==> src/rtl/xm23_pkg.sv <==
// rtl/xm23_pkg.sv - XM-23 arithmetic/logic decode constants, field positions and payload type
package xm23_pkg;

    localparam logic [3:0] ALU_ADD  = 4'h0;
    localparam logic [3:0] ALU_ADDC = 4'h1;
    localparam logic [3:0] ALU_SUB  = 4'h2;
    localparam logic [3:0] ALU_SUBC = 4'h3;
    localparam logic [3:0] ALU_DADD = 4'h4;
    localparam logic [3:0] ALU_CMP  = 4'h5;
    localparam logic [3:0] ALU_XOR  = 4'h6;
    localparam logic [3:0] ALU_AND  = 4'h7;
    localparam logic [3:0] ALU_OR   = 4'h8;
    localparam logic [3:0] ALU_BIT  = 4'h9;
    localparam logic [3:0] ALU_BIC  = 4'hA;
    localparam logic [3:0] ALU_BIS  = 4'hB;
    localparam logic [3:0] ALU_SRA  = 4'hC;
    localparam logic [3:0] ALU_RRC  = 4'hD;

    localparam logic [3:0] GRP_ALU   = 4'b0100;
    localparam logic [3:0] OPF_SHIFT = 4'hD;

    localparam int F_GRP_HI = 15;
    localparam int F_GRP_LO = 12;
    localparam int F_OP_HI  = 11;
    localparam int F_OP_LO  = 8;
    localparam int F_RC     = 7;
    localparam int F_WB     = 6;
    localparam int F_SRC_HI = 5;
    localparam int F_SRC_LO = 3;
    localparam int F_DST_HI = 2;
    localparam int F_DST_LO = 0;
    localparam int F_SHF    = 3;

    typedef struct packed {
        logic [4:0]  op;
        logic [15:0] src;
        logic [15:0] dst;
        logic [2:0]  dst_reg;
        logic        wr_en;
        logic [15:0] pc;
    } ex_payload_t;

    function automatic logic [15:0] const_val(input logic [2:0] idx);
        case (idx)
            3'd0:    const_val = 16'h0000;
            3'd1:    const_val = 16'h0001;
            3'd2:    const_val = 16'h0002;
            3'd3:    const_val = 16'h0004;
            3'd4:    const_val = 16'h0008;
            3'd5:    const_val = 16'h0010;
            3'd6:    const_val = 16'h0020;
            default: const_val = 16'hFFFF;
        endcase
    endfunction

endpackage

==> src/rtl/dec_scoreboard.sv <==
// rtl/dec_scoreboard.sv - in-flight destination tracking and RAW/WAW hazard compare
module dec_scoreboard #(
    parameter int NREG = 8,
    parameter int RW   = $clog2(NREG)
) (
    input  logic          clk,
    input  logic          rst,
    input  logic          set_i,
    input  logic [RW-1:0] set_reg_i,
    input  logic          clr_i,
    input  logic [RW-1:0] clr_reg_i,
    input  logic          inflight_i,
    input  logic [RW-1:0] inflight_reg_i,
    input  logic          src_chk_i,
    input  logic [RW-1:0] src_reg_i,
    input  logic [RW-1:0] dst_reg_i,
    output logic          hazard_o
);

    logic [NREG-1:0] busy_q, busy_d;
    logic            src_hit, dst_hit;

    // Clear first so a same-cycle set of the same register wins.
    always_comb begin
        busy_d = busy_q;
        if (clr_i) busy_d[clr_reg_i] = 1'b0;
        if (set_i) busy_d[set_reg_i] = 1'b1;
    end

    always_ff @(posedge clk) begin
        if (rst) busy_q <= '0;
        else     busy_q <= busy_d;
    end

    // The op sitting in the ALU stage is not yet in busy_q, so compare it directly.
    always_comb begin
        src_hit  = busy_q[src_reg_i] | (inflight_i & (inflight_reg_i == src_reg_i));
        dst_hit  = busy_q[dst_reg_i] | (inflight_i & (inflight_reg_i == dst_reg_i));
        hazard_o = dst_hit | (src_chk_i & src_hit);
    end

endmodule

==> src/rtl/instr_decode_stage.sv <==
// rtl/instr_decode_stage.sv - XM-23 arithmetic/logic decode with registered ALU payload
module instr_decode_stage
    import xm23_pkg::*;
#(
    parameter int NREG     = 8,
    parameter int ILLCNT_W = 8
) (
    input  logic                clk,
    input  logic                rst,
    input  logic                if_valid,
    output logic                if_ready,
    input  logic [15:0]         if_instr,
    input  logic [15:0]         if_pc,
    output logic [2:0]          rf_src_sel,
    output logic [2:0]          rf_dst_sel,
    input  logic [15:0]         rf_src_data,
    input  logic [15:0]         rf_dst_data,
    output logic                ex_valid,
    input  logic                ex_ready,
    output logic [4:0]          ex_op,
    output logic [15:0]         ex_src,
    output logic [15:0]         ex_dst,
    output logic [2:0]          ex_dst_reg,
    output logic                ex_wr_en,
    output logic [15:0]         ex_pc,
    input  logic                wb_valid,
    input  logic [2:0]          wb_reg,
    input  logic                flush,
    output logic                illegal,
    output logic [ILLCNT_W-1:0] illegal_count
);

    logic [3:0]          grp, opf, op4;
    logic                legal, src_chk, hazard_raw, hazard, accept;
    logic                ex_valid_q, ex_valid_d, illegal_q, illegal_d;
    logic [ILLCNT_W-1:0] cnt_q, cnt_d;
    ex_payload_t         pay_q, pay_d, pay_new;

    assign grp        = if_instr[F_GRP_HI:F_GRP_LO];
    assign opf        = if_instr[F_OP_HI:F_OP_LO];
    assign rf_src_sel = if_instr[F_SRC_HI:F_SRC_LO];
    assign rf_dst_sel = if_instr[F_DST_HI:F_DST_LO];

    always_comb begin
        legal = 1'b0;
        op4   = opf;
        if (grp == GRP_ALU) begin
            if (opf <= ALU_BIS) begin
                legal = 1'b1;
            end else if (opf == OPF_SHIFT && if_instr[F_SRC_HI:F_SRC_HI-1] == 2'b00) begin
                legal = 1'b1;
                op4   = if_instr[F_SHF] ? ALU_RRC : ALU_SRA;
            end
        end
    end

    always_comb begin
        pay_new.op      = {op4, if_instr[F_WB]};
        pay_new.src     = if_instr[F_RC] ? const_val(rf_src_sel) : rf_src_data;
        pay_new.dst     = rf_dst_data;
        pay_new.dst_reg = rf_dst_sel;
        pay_new.wr_en   = (op4 != ALU_CMP) && (op4 != ALU_BIT);
        pay_new.pc      = if_pc;
    end

    // Shifts reuse the source field as an opcode extension, so it is not a register read.
    assign src_chk = ~if_instr[F_RC] & (op4 < ALU_SRA);

    dec_scoreboard #(.NREG(NREG)) u_sb (
        .clk            (clk),
        .rst            (rst),
        .set_i          (ex_valid_q & ex_ready & pay_q.wr_en),
        .set_reg_i      (pay_q.dst_reg),
        .clr_i          (wb_valid),
        .clr_reg_i      (wb_reg),
        .inflight_i     (ex_valid_q & pay_q.wr_en),
        .inflight_reg_i (pay_q.dst_reg),
        .src_chk_i      (src_chk),
        .src_reg_i      (rf_src_sel),
        .dst_reg_i      (rf_dst_sel),
        .hazard_o       (hazard_raw)
    );

    assign hazard   = legal & hazard_raw;
    assign if_ready = (~ex_valid_q | ex_ready) & ~hazard & ~flush;
    assign accept   = if_valid & if_ready;

    always_comb begin
        ex_valid_d = ex_valid_q;
        pay_d      = pay_q;
        if (flush) begin
            ex_valid_d = 1'b0;
        end else if (accept && legal) begin
            ex_valid_d = 1'b1;
            pay_d      = pay_new;
        end else if (ex_valid_q && ex_ready) begin
            ex_valid_d = 1'b0;
        end
        illegal_d = accept & ~legal;
        cnt_d     = cnt_q;
        if (illegal_d && cnt_q != {ILLCNT_W{1'b1}}) cnt_d = cnt_q + 1'b1;
    end

    always_ff @(posedge clk) begin
        if (rst) begin
            ex_valid_q <= 1'b0;
            pay_q      <= '0;
            illegal_q  <= 1'b0;
            cnt_q      <= '0;
        end else begin
            ex_valid_q <= ex_valid_d;
            pay_q      <= pay_d;
            illegal_q  <= illegal_d;
            cnt_q      <= cnt_d;
        end
    end

    assign ex_valid      = ex_valid_q;
    assign ex_op         = pay_q.op;
    assign ex_src        = pay_q.src;
    assign ex_dst        = pay_q.dst;
    assign ex_dst_reg    = pay_q.dst_reg;
    assign ex_wr_en      = pay_q.wr_en;
    assign ex_pc         = pay_q.pc;
    assign illegal       = illegal_q;
    assign illegal_count = cnt_q;

endmodule
==> config.mk <==
export PLATFORM = sky130hd
export DESIGN_NAME = instr_decode_stage
export DESIGN_NICKNAME = d
export VERILOG_FILES = /design/src/rtl/xm23_pkg.sv /design/src/rtl/dec_scoreboard.sv /design/src/rtl/instr_decode_stage.sv
export SDC_FILE = /design/constraint.sdc
export NUM_CORES = 1
export LEC_CHECK = 0
export ABC_AREA = 1
export ABC_CLOCK_PERIOD_IN_PS = 2600
export CAP_MARGIN = 15
export CORE_UTILIZATION = 30
export DETAILED_ROUTE_END_ITERATION = 6
export GPL_ROUTABILITY_DRIVEN = 1
export GPL_TIMING_DRIVEN = 0
export HOLD_SLACK_MARGIN = 0.02
export PLACE_DENSITY = 0.71
export SLEW_MARGIN = 20
export SYNTH_ARGS = -nofsm -noshare
export SYNTH_HDL_FRONTEND = slang
export SYNTH_SLANG_ARGS = --single-unit
==> constraint.sdc <==
create_clock -name clk -period 2.6 [get_ports clk]
set_input_delay 0.26 -clock clk [delete_from_list [all_inputs] [get_ports clk]]
set_output_delay 0.26 -clock clk [all_outputs]
set_load 0.02 [all_outputs]
# Word-level counts from Yosys, hierarchy flattened

Cells that the tools add are included.

Add/subtract/negate cells: 1
Multiply operators: 0
Divide/modulo/power cells: 0
Magnitude comparators: 8
Equality and inequality tests: 13
Shift-type cells: 0
Mux-type cells: 21
Bitwise gates (word level): 24
Reduce and logical (&&, ||, !) cells: 12

Operator list:

| kind                | number |
|---|---|
| $pmux 16 s7         | 1 |
| $lt 3x4->1 const B  | 4 |
| $mux 16             | 1 |
| $mux 8              | 2 |
| $and 1x1->1         | 12 |
| $mux 4              | 3 |
| $mux 1              | 10 |
| $eq 3x3->1 const B  | 3 |
| $add 8x1->8 const B | 1 |
| $and 8x8->8         | 1 |
| $ne 8x8->1 const B  | 1 |
| $not 8->8           | 1 |
| $or 8x8->8          | 1 |
| $logic_and 1x1->1   | 7 |
| $bmux 1 s3          | 2 |
| $demux 1 s3         | 2 |
| $eq 3x2->1 const B  | 2 |
| $eq 3x3->1          | 2 |
| $ge 3x1->1 const B  | 2 |
| $not 1->1           | 5 |
| $eq 4x3->1 const B  | 1 |
| $eq 4x4->1 const B  | 1 |
| $le 4x4->1 const B  | 1 |
| $lt 4x4->1 const B  | 1 |
| other kinds (9)     | 12 |

Register bits after elaboration: 75
Latch bits: 0
Bits in writable memories: 0
ROM bits: 0
Word-level logic and storage cells: 89
Memories kept: 0

# Longest topological paths before layout

Gate-level depths: netlist of the first run.

Depth after elaboration: 16
Depth in mapped cells: 15
Depth with buffers taken out: 14

# Hierarchy

A second synthesis of the first run with hierarchy kept.

Cells, all modules: 518
Area, all modules: 3733.6 um2

Modules (own cells, without submodules):

| module             | times used | cells each | area an instance (um2) | sequential area each (um2) |
|---|---|---|---|---|
| instr_decode_stage | 1          | 408        | 3125.5                 | 1341.3 |
| dec_scoreboard     | 1          | 110        | 608.1                  | 160.2 |

# Least setup slack after synthesis of the first run

No wires, ideal clock.

Path kind: register to register
Start point: reg pay_q (netlist bit ex_dst_reg[0])
End point: reg cnt_q[0], in the netlist illegal_count[0]
Data arrival time: 1.632 ns
Path slack: 0.855 ns
Stages on the path, launching flop included: 14
Buffers on the path: 0
Path through: dfxtp_1 inv_2 nand2_1 a21oi_1 nand2_1 nand3_1 nand2_1 nand2_1 nand2_1 nand4_1 nor2_2 nand2_1 nand2_1 nor2_1

Word-level cells in the longest chain between the ends: 12
Elaborated cells between the ends (all ways): 15
Classes of those cells: eq/ne: 2; bitwise: 12; reduce/logical: 1

Ends and longest elaborated chain:

| item                          | RTL line                  | source |
|---|---|---|
| start, declared               | instr_decode_stage.sv:37  | `ex_payload_t pay_q, pay_d, pay_new;` |
| start signal, assigned        | instr_decode_stage.sv:112 | `pay_q <= pay_d;` |
| $eq 3x3->1                    | dec_scoreboard.sv:37      | `src_hit = busy_q[src_reg_i] \| (inflight_i & (inflight_reg_i == src_reg_i));` |
| $and 1x1->1                   | dec_scoreboard.sv:37      |  |
| $or 1x1->1                    | dec_scoreboard.sv:37      |  |
| $and 1x1->1                   | dec_scoreboard.sv:39      | `hazard_o = dst_hit \| (src_chk_i & src_hit);` |
| $or 1x1->1 (*)                | dec_scoreboard.sv:39      |  |
| $and 1x1->1 (*)               | instr_decode_stage.sv:84  | `assign hazard = legal & hazard_raw;` |
| $not 1->1 (*)                 | instr_decode_stage.sv:85  | `assign if_ready = (~ex_valid_q \| ex_ready) & ~hazard & ~flush;` |
| $and 1x1->1 (*) (2 in series) | instr_decode_stage.sv:85  |  |
| $and 1x1->1 (*)               | instr_decode_stage.sv:86  | `assign accept = if_valid & if_ready;` |
| $and 1x1->1 (*)               | instr_decode_stage.sv:99  | `illegal_d = accept & ~legal;` |
| $logic_and 1x1->1 (*)         | instr_decode_stage.sv:101 | `if (illegal_d && cnt_q != {ILLCNT_W{1'b1}}) cnt_d = cnt_q + 1'b1;` |
| end signal, assigned          | instr_decode_stage.sv:114 | `cnt_q <= cnt_d;` |
| end, declared                 | instr_decode_stage.sv:36  | `logic [ILLCNT_W-1:0] cnt_q, cnt_d;` |

Mark *: on every way between the ends. The rest lies on a longest branch, timed or not.
A chain may end at the register's enable or synchronous reset.

# Final worst setup path of the first run

Start point: in if_instr[4]
End point: out if_ready

Word-level cells in the longest chain between the ends: 13
Elaborated cells between the ends (all ways): 21
Classes of those cells: order compare: 1; eq/ne: 1; mux: 8; bitwise: 9; reduce/logical: 2

Ends and longest elaborated chain:

| item                          | RTL line                 | source |
|---|---|---|
| start, declared               | instr_decode_stage.sv:12 | `input logic [15:0] if_instr,` |
| $logic_not 2->1               | instr_decode_stage.sv:50 | `end else if (opf == OPF_SHIFT && if_instr[F_SRC_HI:F_SRC_HI-1] == 2'b00) begin` |
| $logic_and 1x1->1             | instr_decode_stage.sv:50 |  |
| $mux 4                        | instr_decode_stage.sv:50 |  |
| $mux 4                        | instr_decode_stage.sv:48 | `if (opf <= ALU_BIS) begin` |
| $mux 4                        | instr_decode_stage.sv:47 | `if (grp == GRP_ALU) begin` |
| $lt 4x4->1                    | instr_decode_stage.sv:67 | `assign src_chk = ~if_instr[F_RC] & (op4 < ALU_SRA);` |
| $and 1x1->1                   | instr_decode_stage.sv:67 |  |
| $and 1x1->1                   | dec_scoreboard.sv:39     |  |
| $or 1x1->1                    | dec_scoreboard.sv:39     |  |
| $and 1x1->1 (*)               | instr_decode_stage.sv:84 |  |
| $not 1->1 (*)                 | instr_decode_stage.sv:85 |  |
| $and 1x1->1 (*) (2 in series) | instr_decode_stage.sv:85 |  |
| end, declared                 | instr_decode_stage.sv:11 | `output logic if_ready,` |

Mark *: on every way between the ends. The rest lies on a longest branch, timed or not. The select of a mux whose other input is x is not followed.

==> impl_metrics.yaml, run 1 <==
worst_setup_path:
  cp_cell_sequence: "clkdlybuf4s50_1 -> inv_2 -> nor2_1 -> a21oi_1 -> nand2_1 -> nand3_1 -> nand2_1 -> nand2_1 -> a21boi_2 -> buf_2 -> clkbuf_2"
  cpLargestDelayFamily: "buffers and inverters"
  critical-path-slowest-cell: "clkdlybuf4s50_1"
  startpoint: "if_instr[4]"
  critical_path_class: "in2out"
  slowest_delay_ps: 630
  crit_path_max_fanout: 10
  reg2reg_to: "illegal_count[0]"
  cpMostUsedCell: "nand2_1"
  required_ps: 2340
  worst-path-stages: 11
  cp.arrival_ps: 2090
  rr_startpoint: "ex_dst_reg[0]"
  endpoint: "if_ready"
  critPathCaptureType: "output port"
  ff2ff_setup_slack_ps: 510
  worst-path-buf-inv: 4
  r2r_cells: 13
  start_kind: "primary input"
finish:
  drive_above_1_share_pct: 8.065
  stdcell_area_mm2: 0.005548
  finalNetCount: 751
  fin_cells: 825
  antenna_cells: 0
  syn_to_final_growth_pct: 53.96
  largest_register_ffs: 19
yosys:
  synth_most_common_cell: "nand2_1"
  ys_top_cells_by_count: "nand2_1, dfxtp_1, a21oi_1"
  ys_types: 27
  synth_cells: 520
  seq_area_frac_synth_pct: 41.67
  yosys_warnings: 0
  synth_edf_count: 0
  syn-cell-area_mm2: 0.003603
  syn_avg_cell_area_um2: 6.930
  async_reset_ff_share_pct: 0
  synth.area.top_cells: "dfxtp_1, nand2_1, nand4_1"
  synth_top_area_share_pct: 41.67
  synthFlopType: "dfxtp_1"
  ys_ff_latch: 75
  syn_nets: 594
  post-synth-top-area-cell: "dfxtp_1"
grt:
  grt_pass1_wl_um: 19530
  first_global_vias: 3962
  grt_usage_pct: 19.21
  overflow: 0
  antenna_found_initial: 0
  grt_max_degree: 15
route:
  via_count: 4109
  final_antenna_net_count: 0
  drt-total-wl_um: 11890
  drc_errors: 11
  routed_via_density: 4.981
  drt_first_pass_iters: 7
  drt_iter0_markers: 232
  wl_per_cell_um: 14.41
run_status:
  status: "finished with violations"
  violations: "design-rule violations"
timing:
  slew-limit-headroom_pct: 63.00
  hold_viol_final: 0
  fin_crit_sh_pct: 90.56
  finalSetupViolations: 0
  rsz0062_at_grt: "no"
  fmax_mhz: 424.7
  fin_skew_ps: 9.090
  worstMarginPinSlew_ps: 555.0
  final_max_slew_viol_count: 0
  tns_ps: 0
  fin_crit_ps: 2354
  worst_slack_ps: 245.5
place:
  hpwl_um: 9065
  dp_slack_ps: -224.9
  placed_area_mm2: 0.005224
  place_inst: 807
  port_buffers: 144
  gp_congestion: 0.8138
floorplan:
  die_area_mm2: 0.01245
  die_y_um: 111.6
  io_pins: 147
  initial_utilization_pct: 31.16
  fp.dieW_um: 111.6
  fp-row-count: 39
  core_mm2: 0.01156
clocking:
  h-tree-depth: 3
  clockRootBuffer: "clkbuf_16"
  clockBufferDepth: 2
  cts_tree: "done"
  cts_buffers: 9
  clk_latency_ps: 330
  cts_sinks: 75
  clk_pin_slew_ps: 60
pwr:
  ir_worst_vdd_mv: 0.2529
  power.leakage_nw: 2.123
  p_total_mw: 2.800
  powerDensity_mw_per_mm2: 504.7
worst_hold_path:
  hp-class: "in2reg"
job:
  maxCapViolCount: 0
-- cell type report --
type / count / area (um2)
buffer: 42 / 242.7
clock buffer: 10 / 239.0
multi-input combinational: 368 / 1727
tap: 143 / 178.9
fill: 1189 / 6017
inverter: 35 / 132.6
sequential: 75 / 1501
timing repair buffer: 146 / 1454
clock inverter: 6 / 72.57
-- power breakdown --
part	leakage, nW	switching, mW	internal, mW
sequential	0.605	0.00790	1.16
clock	0.149	0.508	0.778
combinational	1.37	0.175	0.174
-- placed cells by master (no fill, tap or decap), types with 2 or more instances in the layout --
master	n
buf_4	10
nand4_1	66
inv_2	4
buf_6	5
a21oi_1	71
clkbuf_1	15
dfxtp_1	75
nor2_1	39
o21ai_0	13
clkdlybuf4s50_1	142
nand2_1	151
o31ai_1	2
inv_1	28
clkinv_4	3
clkbuf_16	9
buf_2	14
o21ai_1	2
clkinv_1	2
nand3_1	14
-- per-layer routing --
layer	track usage, %	up-vias	part of all wire (%)
li1	-	2065	-
met1	24.62	1877	45
met2	32.33	154	47
met3	4.790	13	7.4
met4	4.685	0	1.1
met5	0	-	0
-- per-stage QoR --
step                hold slack (ps)  util (%)
floorplan                     394.9         -
global placement              448.1     45.17
detailed placement            451.8     45.17
CTS                           245.8     47.85
global route                  275.5     47.97
finish                        249.5     47.97
-- worst min-delay path, delay by kind of cell --
kind | cells | cell delay, ps
buffers and inverters | 1 | 130
AND/OR/NAND/NOR | 2 | 150
-- what timing repair did --
action,4_1_cts,5_1_grt
gates resized for setup,1,3
endpoints found under the hold margin,0,0
setup buffers,0,2
hold buffers,0,0
setup endpoints to repair,1,1
-- how the worst min path moves through the flow --
stage,slack [ps],cells after the start,endpoint,start
4_1_cts,250,3,ex_dst_reg[0],if_instr[0]
3_3_place_gp,450,2,ex_dst[10],ex_dst[10]
6_report,250,3,ex_dst_reg[0],if_instr[0]
5_1_grt,280,3,ex_dst_reg[0],if_instr[0]
3_5_place_dp,450,2,ex_pc[5],ex_pc[5]
2_1_floorplan,390,2,ex_dst_reg[1],if_instr[1]
-- kinds of logic after synthesis --
family	after synthesis	synth area share (%)
adder cells (fa/ha/maj)	1	0.3472
AO/OA/AOI/OAI	90	12.88
buffers and inverters	77	10.42
flip-flops	75	41.67
XOR/XNOR	2	0.4862
AND/OR/NAND/NOR	275	34.20
No activity file was read; power rests on OpenSTA's default activity.
==> run 2: changes to the inputs <==
ABC_CLOCK_PERIOD_IN_PS = 1990   (was 2600)
GPL_ROUTABILITY_DRIVEN = 0   (was 1)
PLACE_DENSITY = 0.74   (was 0.71)
clock period = 1.99 ns   (was 2.6 ns; I/O delays follow)
==> run 2 against run 1 <==
  * Non-clock buffer count up 14
  * Via count up 3.9%
  * Sequential power up 30%
  * Largest cell class is now non-clock buffers
  * Cell area up 6.9%
  * Flip-flop and latch count unchanged
  * Worst setup slack worse by 170 ps
  * The flow still finishes with violations (design-rule violations)
==> impl_metrics.yaml, run 2 (synthesized netlist as in run 1, its figures left out) <==
finish:
  drive_above_1_share_pct: 13.34
  final_common_cell: "nand2_1"
  finalNetCount: 766
  final_cell_mix: "nand2_1, clkdlybuf4s50_1, dfxtp_1, nand4_1, a21oi_1"
  largest_register_ffs: 19
  fillers: 1100
  fin_cells: 840
  antenna_cells: 0
  syn_to_final_growth_pct: 64.62
  stdcell_area_mm2: 0.005932
worst_setup_path:
  critPathCaptureType: "flop"
  cp.arrival_ps: 2170
  critical_path_class: "reg2reg"
  crit_path_max_fanout: 6
  start_kind: "flop"
  required_ps: 2250
  ff2ff_setup_slack_ps: 70
grt:
  grt_pass1_wl_um: 19620
  grt_max_degree: 14
  overflow: 0
  grt_usage_pct: 19.46
  first_global_vias: 3987
  antenna_found_initial: 0
clocking:
  cts_buffers: 9
  cts_sinks: 75
  cts_tree: "done"
  clockBufferDepth: 2
  clk_pin_slew_ps: 60
  clk_latency_ps: 330
  clockRootBuffer: "clkbuf_16"
  h-tree-depth: 3
route:
  via_count: 4269
  drt-total-wl_um: 12720
  wl_per_cell_um: 15.14
  drc_errors: 10
  drt_first_pass_iters: 7
  routed_via_density: 5.082
  final_antenna_net_count: 0
  drt_iter0_markers: 268
floorplan:
  die_y_um: 111.6
  io_pins: 147
  core_mm2: 0.01156
  die_area_mm2: 0.01245
  fp-row-count: 39
  initial_utilization_pct: 31.16
  fp.dieW_um: 111.6
timing:
  fin_crit_sh_pct: 96.40
  whs_ps: 174.8
  final_max_slew_viol_count: 0
  finalSetupViolations: 0
  slew-limit-headroom_pct: 61.21
  fin_skew_ps: 7.324
  fmax_mhz: 521.3
  fin_crit_ps: 1918
  hold_viol_final: 0
  rsz0062_at_grt: "yes"
  worstMarginPinSlew_ps: 581.8
place:
  place_inst: 807
  port_buffers: 144
  hpwl_um: 9152
  placed_area_mm2: 0.005224
pwr:
  p_comb_share_pct: 13.2
  sequentialPowerShare_pct: 40.4
  p_clk_share_pct: 46.4
  powerDensity_mw_per_mm2: 633.3
  switching_share_pct: 23.94
  intPower_mw: 2.857
  switchingPower_uw: 899.2
  ir_worst_vdd_mv: 0.4104
  power.leakage_nw: 2.291
job:
  maxCapViolCount: 0
worst_hold_path:
  hp-class: "in2reg"
run_status:
  status: "finished with violations"
  violations: "design-rule violations"
run 2: changes by cell type in the layout (fill, tap and decap cells not counted), moves of 4 or more:
cell / delta
dfxtp_1: -4
buf_2: -10
nand2_2: +6
buf_4: +11
clkdlybuf4s50_1: -4
a21oi_2: +7
a21oi_1: -8
nand2_1: -7
dfxtp_4: +4
buf_8: +6
run 2: stage by stage:
step / total power, mW / setup TNS, ps / util (%) / setup slack [ps]
final: 3.757 / 0 / 51.29 / 71.70
after detailed placement: 2.010 / -30880 / 45.17 / -767.4
after CTS: 3.771 / 0 / 48.82 / 13.19
after global placement: 2.002 / -27670 / 45.17 / -723.2
after global routing: 3.899 / -1885 / 51.29 / -73.39
after floorplan: 1.762 / 0 / - / 244.9
run 2: metal layers:
layer  track usage (%)  part of all wire, %  wire [um]  vias to the layer above
met5                 0                    0          0                        -
met4             6.577                  1.8        235                        0
met3             5.171                  7.8        988                       20
met2             33.00                   48       6061                      165
met1             23.83                   43       5430                     1983
li1                  -                    -          -                     2101
run 2: layout make-up:
class / instances / area [um2] / share of cell area, %
multi-input combinational: 369 / 1831 / 30.86
clock buffer: 10 / 229.0 / 3.860
sequential: 75 / 1516 / 25.56
buffer: 41 / 321.6 / 5.421
timing repair buffer: 161 / 1625 / 27.40
inverter: 35 / 140.1 / 2.362
clock inverter: 6 / 90.09 / 1.519
tap: 143 / 178.9 / 3.016
run 2: final timing paths:
path,startpoint,endpoint,cells after the start
max,ex_dst_reg[0],ex_dst_reg[0],15
min,if_instr[0],ex_dst_reg[0],3
max reg2reg,ex_dst_reg[0],ex_dst_reg[0],15
min reg2reg,ex_src[6],ex_src[6],2
run 2: what timing repair did:
item | in CTS | in global routing
pin swaps | 5 | 15
hold buffers | 0 | 0
gates cloned | 0 | 4
buffers inserted | 3 | 11
hold endpoints to repair | 0 | 0
resized for setup | 37 | 43
setup endpoints to repair | 67 | 60
run 2: critical path: stages (launching register included):
cell and delay [ps]:
dfxtp_4 370, clkinv_4 60, nand2_1 40, nand2_1 80
a21oi_2 40, nand2_1 60, nand2_1 50, nor2_1 110
nand2_2 100, a21boi_4 170, buf_6 160, nand3_4 170
buf_8 210, nand2_2 60, nand2_1 50, nor2_1 100
run 2: power groups by stage:
stage,clock network (mW),registers (mW),logic [mW]
finish,1.74,1.52,0.494
global route,1.84,1.52,0.536
CTS,1.78,1.52,0.470
detailed placement,0,1.56,0.453
global placement,0,1.56,0.446
floorplan,0,1.57,0.192
==> run 3: changes to the inputs <==
PLACE_DENSITY = unset   (was 0.74)
==> run 3 against run 2 <==
  * The run still ends with design-rule violations left
  * Wire length down 1.7%
  * Core utilization down 0.62 points
  * Global-route usage about the same
  * Die area unchanged
  * Worst hold slack worse by 9.3 ps
  * Critical path type unchanged
  * Largest cell class unchanged
  * Highest routed layer unchanged
==> impl_metrics.yaml, run 3 (synthesized netlist as in run 1, its figures left out) <==
clocking:
  cts_hold_buf: 0
  cts_tree: "done"
  clockRootBuffer: "clkbuf_16"
  h-tree-depth: 3
  cts_buffers: 9
  cts_sinks: 75
  clk_latency_ps: 330
  clockBufferDepth: 2
  clk_pin_slew_ps: 60
place:
  hpwl_um: 8912
  place_inst: 807
  port_buffers: 144
  placed_area_mm2: 0.005224
  dp_slack_ps: -789.8
worst_setup_path:
  cp.arrival_ps: 2090
  critical_path_class: "reg2reg"
  slowest_delay_ps: 320
  cp_cell_sequence: "buf_6 -> o21ai_2 -> nor2_1 -> nand2_1 -> nand2_1 -> nor2_2 -> nand2_2 -> a21boi_4 -> buf_6 -> nand3_4 -> buf_4 -> nand2_1 -> a21oi_1"
  start_kind: "flop"
  cpMostUsedCell: "nand2_1"
  ff2ff_setup_slack_ps: 90
  required_ps: 2180
  r2r_cells: 13
  crit_path_max_fanout: 10
  critPathCaptureType: "flop"
  critical-path-slowest-cell: "dfxtp_2"
  rr_startpoint: "ex_dst_reg[1]"
  reg2reg_to: "ex_pc[1]"
floorplan:
  die_y_um: 111.6
  fp-row-count: 39
  fp.dieW_um: 111.6
  core_mm2: 0.01156
  die_area_mm2: 0.01245
  io_pins: 147
  initial_utilization_pct: 31.16
timing:
  finalSetupViolations: 0
  whs_ps: 165.6
  slew-limit-headroom_pct: 60.76
  worstMarginPinSlew_ps: 588.6
  fin_skew_ps: 8.491
  fin_crit_sh_pct: 95.42
  fmax_mhz: 526.6
  final_max_slew_viol_count: 0
  tns_ps: 0
  worst_slack_ps: 91.08
  fin_crit_ps: 1899
  rsz0062_at_grt: "yes"
  hold_viol_final: 0
pwr:
  ir_worst_vdd_mv: 0.4420
  power.leakage_nw: 2.270
  powerDensity_mw_per_mm2: 619.3
  p_total_mw: 3.629
grt:
  grt_pass1_wl_um: 19520
  grt_max_degree: 14
  grt_usage_pct: 19.44
  first_global_vias: 4013
  overflow: 0
  antenna_found_initial: 0
route:
  final_antenna_net_count: 0
  routed_via_density: 4.920
  drt_first_pass_iters: 6
  drt_iter0_markers: 170
  via_count: 4113
  drc_errors: 11
  wl_per_cell_um: 14.96
  drt-total-wl_um: 12500
finish:
  final_common_cell: "nand2_1"
  stdcell_area_mm2: 0.005861
  fillers: 1124
  syn_to_final_growth_pct: 62.64
  drive_above_1_share_pct: 11.54
  final_util_pct: 50.68
  largest_register_ffs: 19
  seq_area_mm2: 0.001513
  fin_cells: 836
  antenna_cells: 0
  finalNetCount: 763
  final_cell_mix: "nand2_1, clkdlybuf4s50_1, dfxtp_1, a21oi_1, nand4_1"
  multi_input_area_mm2: 0.001788
worst_hold_path:
  hp-start: "if_instr[0]"
  hold_depth: 3
  hp-class: "in2reg"
  hold_path_end: "ex_dst_reg[0]"
job:
  maxCapViolCount: 0
run_status:
  violations: "design-rule violations"
  status: "finished with violations"
==> run 3: changes by cell type in the layout (fill, tap and decap cells not counted), sizes merged <==
cell / change
clkdlybuf4s15: -1
clkbuf: +1
bufinv: -1
dlymetal6s2s: +1
inv: +2
clkinv: -1
buf: -5
==> run 3: area by class of cell <==
| type | instances | area share [%] |
|---|---|---|
| multi-input combinational | 369 | 30.51 |
| timing repair buffer | 157 | 27.80 |
| sequential | 75 | 25.81 |
| buffer | 42 | 5.487 |
| clock buffer | 9 | 3.843 |
| tap | 143 | 3.053 |
| inverter | 35 | 2.391 |
| clock inverter | 6 | 1.110 |
==> run 3: power breakdown <==
part           internal [mW]  switching, mW  leakage (nW)  total (mW)
sequential              1.51         0.0103         0.608        1.52
combinational          0.254          0.244          1.52       0.498
clock                  0.966          0.645         0.142        1.61
total                   2.73          0.899          2.27        3.63
==> run 3: worst max-delay path: cells and delay by family (launching register included) <==
family	cells	cell delay, ps
AO/OA/AOI/OAI	3	350
AND/OR/NAND/NOR	7	580
buffers and inverters	3	510
flip-flops	1	320
==> run 3: per-layer routing <==
layer,track usage [%],part of all wire (%),vias to the layer above
met3,4.028,6.5,20
met1,24.76,46,1870
met2,31.54,45,129
met5,0,0,-
li1,-,-,2094
met4,9.009,2.5,0
==> run 3: repair_timing <==
| action | in CTS | in global routing |
|---|---|---|
| gates cloned | 0 | 6 |
| pin swaps | 5 | 9 |
| hold endpoints to repair | 0 | 0 |
| endpoints found under the setup margin | 67 | 67 |
| setup buffers | 2 | 6 |
| gates resized for setup | 26 | 36 |
==> run 3: worst max-delay path by stage <==
stage                  startpoint               end  slack (ps)  depth (start not counted)
finish              ex_dst_reg[1]          ex_pc[1]          90                         13
floorplan           ex_dst_reg[0]  illegal_count[0]         240                         13
global placement      if_instr[1]          if_ready        -740                         11
detailed placement    if_instr[1]          if_ready        -790                         11
CTS                   if_instr[2]          if_ready           6                         10
global route        ex_dst_reg[2]          ex_op[2]         -40                         14
